`src/rtl/matmul_addr_seq.sv`:
```
// Loop-nest address sequencer for D = A x B: emits one (a, b, d) address triple per MAC step.
// Multiplies happen only in SETUP; the RUN datapath is adders and counters.
module matmul_addr_seq #(
    parameter int unsigned ADDR_W = 8,
    parameter int unsigned DIM_W  = 8,
    parameter int unsigned NCORES = 1,
    parameter int unsigned CID_W  = 1
) (
    input  logic              clock,
    input  logic              RST,
    input  logic              start,
    input  logic [DIM_W-1:0]  dim_i,
    input  logic [DIM_W-1:0]  dim_j,
    input  logic [DIM_W-1:0]  dim_k,
    input  logic [ADDR_W-1:0] base_a,
    input  logic [ADDR_W-1:0] base_b,
    input  logic [ADDR_W-1:0] base_d,
    input  logic              b_trans,
    input  logic [CID_W-1:0]  core_id,
    input  logic              addr_ready,
    output logic              addr_valid,
    output logic [ADDR_W-1:0] addr_a,
    output logic [ADDR_W-1:0] addr_b,
    output logic [ADDR_W-1:0] addr_d,
    output logic              first_k,
    output logic              last_k,
    output logic              busy,
    output logic              done
);

    localparam int unsigned CntW = DIM_W + 1;
    localparam int unsigned CmpW = (CID_W > DIM_W) ? CID_W : DIM_W;

    typedef enum logic [1:0] {StIdle, StSetup, StRun, StDone} state_e;

    state_e state_q, state_d;

    logic [DIM_W-1:0]  dim_i_q, dim_j_q, dim_k_q;
    logic [ADDR_W-1:0] base_a_q, base_b_q, base_d_q;
    logic              b_trans_q;
    logic [CID_W-1:0]  core_id_q;
    logic [ADDR_W-1:0] a_step_q, d_step_q, bk_step_q, bj_step_q;
    logic [DIM_W-1:0]  i_q, j_q, k_q;
    logic [ADDR_W-1:0] a_row_q, d_row_q, b_col_q;
    logic [ADDR_W-1:0] addr_a_q, addr_b_q, addr_d_q;

    logic              empty_job, last_k_w, last_j_w, last_i_w, final_beat;
    logic [CntW-1:0]   i_next;
    logic [ADDR_W-1:0] setup_a_row, setup_d_row;

    always_comb begin
        last_k_w    = (k_q == dim_k_q - DIM_W'(1));
        last_j_w    = (j_q == dim_j_q - DIM_W'(1));
        // Row counter is widened so that i + NCORES cannot wrap past I.
        i_next      = {1'b0, i_q} + CntW'(NCORES);
        last_i_w    = (i_next >= {1'b0, dim_i_q});
        final_beat  = addr_ready && last_k_w && last_j_w && last_i_w;
        empty_job   = (dim_i_q == '0) || (dim_j_q == '0) || (dim_k_q == '0) ||
                      (CmpW'(core_id_q) >= CmpW'(dim_i_q));
        setup_a_row = base_a_q + ADDR_W'(core_id_q) * ADDR_W'(dim_k_q);
        setup_d_row = base_d_q + ADDR_W'(core_id_q) * ADDR_W'(dim_j_q);
    end

    always_ff @(posedge clock or posedge RST) begin
        if (RST) begin
            state_q <= StIdle;
        end else begin
            state_q <= state_d;
        end
    end

    always_comb begin
        state_d = state_q;
        unique case (state_q)
            StIdle:  if (start) state_d = StSetup;
            StSetup: state_d = empty_job ? StDone : StRun;
            StRun:   if (final_beat) state_d = StDone;
            StDone:  state_d = StIdle;
            default: state_d = StIdle;
        endcase
    end

    always_comb begin
        addr_valid = (state_q == StRun);
        busy       = (state_q == StSetup) || (state_q == StRun);
        done       = (state_q == StDone);
        addr_a     = addr_valid ? addr_a_q : '0;
        addr_b     = addr_valid ? addr_b_q : '0;
        addr_d     = addr_valid ? addr_d_q : '0;
        first_k    = addr_valid && (k_q == '0);
        last_k     = addr_valid && last_k_w;
    end

    always_ff @(posedge clock or posedge RST) begin
        if (RST) begin
            dim_i_q   <= '0;
            dim_j_q   <= '0;
            dim_k_q   <= '0;
            base_a_q  <= '0;
            base_b_q  <= '0;
            base_d_q  <= '0;
            b_trans_q <= 1'b0;
            core_id_q <= '0;
            a_step_q  <= '0;
            d_step_q  <= '0;
            bk_step_q <= '0;
            bj_step_q <= '0;
            i_q       <= '0;
            j_q       <= '0;
            k_q       <= '0;
            a_row_q   <= '0;
            d_row_q   <= '0;
            b_col_q   <= '0;
            addr_a_q  <= '0;
            addr_b_q  <= '0;
            addr_d_q  <= '0;
        end else begin
            case (state_q)
                StIdle: begin
                    if (start) begin
                        dim_i_q   <= dim_i;
                        dim_j_q   <= dim_j;
                        dim_k_q   <= dim_k;
                        base_a_q  <= base_a;
                        base_b_q  <= base_b;
                        base_d_q  <= base_d;
                        b_trans_q <= b_trans;
                        core_id_q <= core_id;
                    end
                end
                StSetup: begin
                    a_step_q  <= ADDR_W'(NCORES) * ADDR_W'(dim_k_q);
                    d_step_q  <= ADDR_W'(NCORES) * ADDR_W'(dim_j_q);
                    // Transposed B walks k contiguously; row-major B walks k by a whole row.
                    bk_step_q <= b_trans_q ? ADDR_W'(1) : ADDR_W'(dim_j_q);
                    bj_step_q <= b_trans_q ? ADDR_W'(dim_k_q) : ADDR_W'(1);
                    i_q       <= DIM_W'(core_id_q);
                    j_q       <= '0;
                    k_q       <= '0;
                    a_row_q   <= setup_a_row;
                    d_row_q   <= setup_d_row;
                    b_col_q   <= base_b_q;
                    addr_a_q  <= setup_a_row;
                    addr_b_q  <= base_b_q;
                    addr_d_q  <= setup_d_row;
                end
                StRun: begin
                    if (addr_ready) begin
                        if (!last_k_w) begin
                            k_q      <= k_q + DIM_W'(1);
                            addr_a_q <= addr_a_q + ADDR_W'(1);
                            addr_b_q <= addr_b_q + bk_step_q;
                        end else if (!last_j_w) begin
                            k_q      <= '0;
                            j_q      <= j_q + DIM_W'(1);
                            addr_a_q <= a_row_q;
                            addr_d_q <= addr_d_q + ADDR_W'(1);
                            b_col_q  <= b_col_q + bj_step_q;
                            addr_b_q <= b_col_q + bj_step_q;
                        end else begin
                            k_q      <= '0;
                            j_q      <= '0;
                            i_q      <= i_next[DIM_W-1:0];
                            a_row_q  <= a_row_q + a_step_q;
                            d_row_q  <= d_row_q + d_step_q;
                            addr_a_q <= a_row_q + a_step_q;
                            addr_d_q <= d_row_q + d_step_q;
                            b_col_q  <= base_b_q;
                            addr_b_q <= base_b_q;
                        end
                    end
                end
                default: ;
            endcase
        end
    end

endmodule

```
`config.mk`:
```
export PLATFORM = sky130hd
export DESIGN_NAME = matmul_addr_seq
export DESIGN_NICKNAME = d
export VERILOG_FILES = /design/src/rtl/matmul_addr_seq.sv
export SDC_FILE = /design/constraint.sdc
export NUM_CORES = 1
export LEC_CHECK = 0
export ABC_AREA = 1
export CORE_ASPECT_RATIO = 0.7
export CORE_MARGIN = 2
export CORE_UTILIZATION = 54
export DETAILED_ROUTE_END_ITERATION = 10
export PLACE_DENSITY_LB_ADDON = 0.3
export SETUP_SLACK_MARGIN = 0.5
export SLEW_MARGIN = 20
export SYNTH_ARGS = -nofsm -noshare
export SYNTH_HDL_FRONTEND = slang
export SYNTH_SLANG_ARGS = --single-unit
```
`constraint.sdc`:
```
create_clock -name clock -period 5.25 [get_ports clock]
set_input_delay 1.05 -clock clock [delete_from_list [all_inputs] [get_ports clock]]
set_output_delay 1.05 -clock clock [all_outputs]
set_load 0.03 [all_outputs]
```
==> metrics.log <==
INFO  metric outcome = finished, final reports clean
INFO  metric multiInputGateArea = 5568 um^2
INFO  metric cts_tree = done
INFO  metric synth_edf_count = 0
INFO  metric netlist_top_cells_area = sky130_fd_sc_hd__dfrtp_1 (38%), sky130_fd_sc_hd__nand2_1 (11%), sky130_fd_sc_hd__ha_1 (8.0%)
INFO  metric net-switching-power = approximately 4.4 mW
INFO  metric share_of_synthesized_flip_flops_with_an_asynchronous_set_or_reset = 1.000
INFO  metric global_route.overflow_total = 0
INFO  metric worstSetupEndpointType = output pin
INFO  metric global_route_wire_length_before_repair = approximately 45000 um
INFO  metric clkSinkCount = 156
INFO  metric worst_clock_skew = approximately 0.009 ns
INFO  metric setup_viol = 0
INFO  metric cellPowerDensity = roughly 730 nW/um^2
INFO  metric worst_slack_on_hold_paths = 0.4783 ns
INFO  metric clk_root_buffer_cell = sky130_fd_sc_hd__clkbuf_16
INFO  metric drt_wl_total = ~28000 um
INFO  metric ant_nets = 0
INFO  metric chipHeight = ~120 um
INFO  metric static-leakage-power = ~5.9 nW
INFO  metric cp.required = between 4 and 5 ns
INFO  metric postCtsResizedCells = 0
INFO  metric cts_inserted_buffers = 17
INFO  metric timing.final.hold_violations = 0
INFO  metric cts.hold.buffers_added = 0
INFO  metric synthesized_netlist_cell_count = between 1000 and 1500
INFO  metric insertion_delay = between 0.4 and 0.5 ns
INFO  metric ys.flop_type = sky130_fd_sc_hd__dfrtp_1
INFO  metric synthMostInstantiatedCell = sky130_fd_sc_hd__nand2_1
INFO  metric transition_time_at_the_pin_with_the_least_slew_margin = ~1 ns
INFO  metric horizontal_die_dimension = between 150 and 200 um
INFO  metric max_stage_delay = about 0.69 ns
INFO  metric cell_types_with_the_highest_counts_after_synthesis = sky130_fd_sc_hd__nand2_1 (314), sky130_fd_sc_hd__inv_1 (162), sky130_fd_sc_hd__dfrtp_1 (156)
INFO  metric detailedRoute.firstIterationViolations = roughly 900
INFO  metric crit_path_max_delay_cell_type = sky130_fd_sc_hd__clkdlybuf4s50_1
INFO  metric synth_top_area_cell = sky130_fd_sc_hd__dfrtp_1
INFO  metric antenna_cells_inserted = 0
INFO  metric path_common_cell = sky130_fd_sc_hd__nor2_2
INFO  metric vias_in_the_first_global_route = about 8400
INFO  metric clock.fmax = about 0.25 GHz
INFO  metric post-cts-setup-buffers = 0
INFO  metric drive_gt1_frac = 0.08198
INFO  metric ir_drop = roughly 0.33 mV
INFO  metric finalCritPeriodShare = 0.7586
INFO  metric pwr-share-comb = 0.595
INFO  metric hold_path_startpoint = a_step_q[6]
INFO  metric synthDistinctLibCells = between 40 and 50
INFO  metric seq_power_share = 0.259
INFO  metric synthToLayoutAreaGrowth = 15.23%
INFO  metric grt_max_degree = slightly above 70
INFO  metric power_frac_clock = 0.146
INFO  metric postSynthAreaPerCell = 7.748 um^2
INFO  metric worst-endpoint-arrival = roughly 2.9 ns
INFO  metric postSynthNetCount = between 1000 and 1500
INFO  metric critical_path.startpoint_type = register
INFO  metric buffers_added_on_ports = between 80 and 90
INFO  metric peak_fanout_along_the_critical_path = 16
INFO  metric wire_per_inst = 16.64 um
INFO  metric setup.worst_path.start = dim_k_q[0]
INFO  metric final_max_slew_viol_count = 0
INFO  metric grtUsageTotal = 0.2859
INFO  metric drt_drc_violations_left = 0
INFO  metric max_cap_viol_count = 0
INFO  metric cp_cell_sequence = inv_2 > ha_1 > xnor2_1 > a21oi_1 > nand3_1 > nor2_2 > nand3_4 > nor2_2 > clkdlybuf4s50_1
INFO  metric netSwitchingFraction = 0.4992
INFO  metric postSynthRegisterBits = 156
INFO  metric synth_largest_type_area_fraction = 0.3769
INFO  metric num_vias = between 9000 and 10000
INFO  metric grt_setup_unrepaired = false
INFO  metric fin_nets = around 1500
INFO  metric worst_slew_margin_rel = 0.3496
INFO  metric gp_routability_congestion = a little over 0.9
INFO  metric layout.filler_cells = roughly 1600
INFO  metric worst_hold_path_type = reg2reg
INFO  metric initial_utilization = 0.5491
INFO  metric syn_area = slightly above 10000 um^2
INFO  metric detailedPlacementHpwl = between 20000 and 25000 um
INFO  metric top_level_ports = 83
INFO  metric register_area = ~4000 um^2
INFO  metric sequential_to_total_area_share_from_yosys_stat = 0.3769
INFO  metric grt_antenna_before_repair = 0
INFO  metric p_int = around 4.4 mW
INFO  metric yosys_warnings = 0
INFO  metric drtPass1Iterations = 6
INFO  metric cts.clk_slew.worst_paths = about 0.070 ns
INFO  metric design.die.area = just over 20000 um^2
INFO  metric floorplan.rows = 42
INFO  metric routed_via_density = approximately 5.5
INFO  metric post-route-min-period = ~4 ns
INFO  metric clock_tree.buffer_depth = 2
INFO  metric criticalPathCategory = reg2out
INFO  metric regToRegStartpoint = state_q[0]
INFO  metric clock_tree.htree_level_count = 4
INFO  metric finalSetupTns = 0 ns
INFO  metric floorplan.core_area = roughly 19000 um^2
[registers in the layout, summed over array words and instances (netlist names)]
name	flops
a_row_q	8
a_step_q	8
addr_a_q	8
addr_b_q	8
addr_d_q	8
b_col_q	8
b_trans_q	1
base_a_q	8
base_b_q	8
base_d_q	8
bj_step_q	8
bk_step_q	8
core_id_q	1
d_row_q	8
d_step_q	8
dim_i_q	8
dim_j_q	8
dim_k_q	8
i_q	8
j_q	8
k_q	8
state_q	2
[cell type report]
cell class | instances | share of cell area
multi-input cells | 965 | 0.4665
flip-flops and latches | 156 | 0.3270
repair buffers | 90 | 0.07589
inverters | 172 | 0.05440
clock buffers | 19 | 0.03711
well taps | 242 | 0.02537
clock inverters | 13 | 0.01373
[final timing paths]
kind,to,slack [ns],cells past startpoint
max,last_k,1.27,9
min,a_step_q[6],0.48,2
max reg2reg,j_q[3],1.60,12
min reg2reg,a_step_q[6],0.48,2
max in group asynchronous,addr_d_q[5],3.23,3
min in group asynchronous,dim_k_q[7],1.16,2
[critical path, delay by kind of cell (launching register included)]
family	cells	cell delay, ns
compound gates	1	0.13
xor+xnor	1	0.13
fa+ha+maj	1	0.31
buf+inv	2	0.77
flops	1	0.40
simple gates	4	0.75
[cell usage in the layout, fill, tap and decap left out, types with 23 or more instances in the layout]
cell                              count
sky130_fd_sc_hd__a21oi_1            101
sky130_fd_sc_hd__mux2_2              23
sky130_fd_sc_hd__clkdlybuf4s50_1     82
sky130_fd_sc_hd__nand3_1             68
sky130_fd_sc_hd__nor2_1             141
sky130_fd_sc_hd__nand2_1            313
sky130_fd_sc_hd__inv_1              161
sky130_fd_sc_hd__ha_1                65
sky130_fd_sc_hd__o21ai_0             49
sky130_fd_sc_hd__dfrtp_1            156
sky130_fd_sc_hd__xor2_1              50
[power groups by stage]
stage	clock network, mW	registers (mW)	logic, mW
after floorplan	0	2.06	3.91
after global placement	0	2.25	4.96
after detailed placement	0	2.27	5.09
after CTS	1.29	2.26	5.14
after global routing	1.35	2.34	5.86
final	1.28	2.27	5.22
[kinds of logic after synthesis]
group	count (synthesis)	share of synthesized area
adders and majority gates	72	0.09132
muxes	23	0.02500
and+or+nand+nor	588	0.2450
xor gates and xnor gates	71	0.06209
AOI/OAI and AO/OA	211	0.1137
DFF	156	0.3769
buffers and inverters	216	0.08612
[through the flow]
step                  util  instances  cell area (um^2)  power, mW  setup slack [ns]
finish              0.6327       1657             11940      8.770             1.267
global route        0.6327       1657             11940      9.551             1.090
CTS                 0.6327       1657             11940      8.693             1.277
detailed placement  0.6005       1625             11330      7.359             1.516
global placement    0.6005       1625             11330      7.213             1.629
floorplan                -       1337             10360      5.973             1.498
[per-layer routing]
metal | track usage | wire length [um] | vias up
met5 | 0 | 0 | -
met4 | 0.06784 | 287 | 0
met3 | 0.09598 | 2937 | 21
met2 | 0.3707 | 10620 | 388
met1 | 0.4510 | 13730 | 4282
li1 | - | - | 4428
Note: power is estimated with default switching activity, not from simulation.
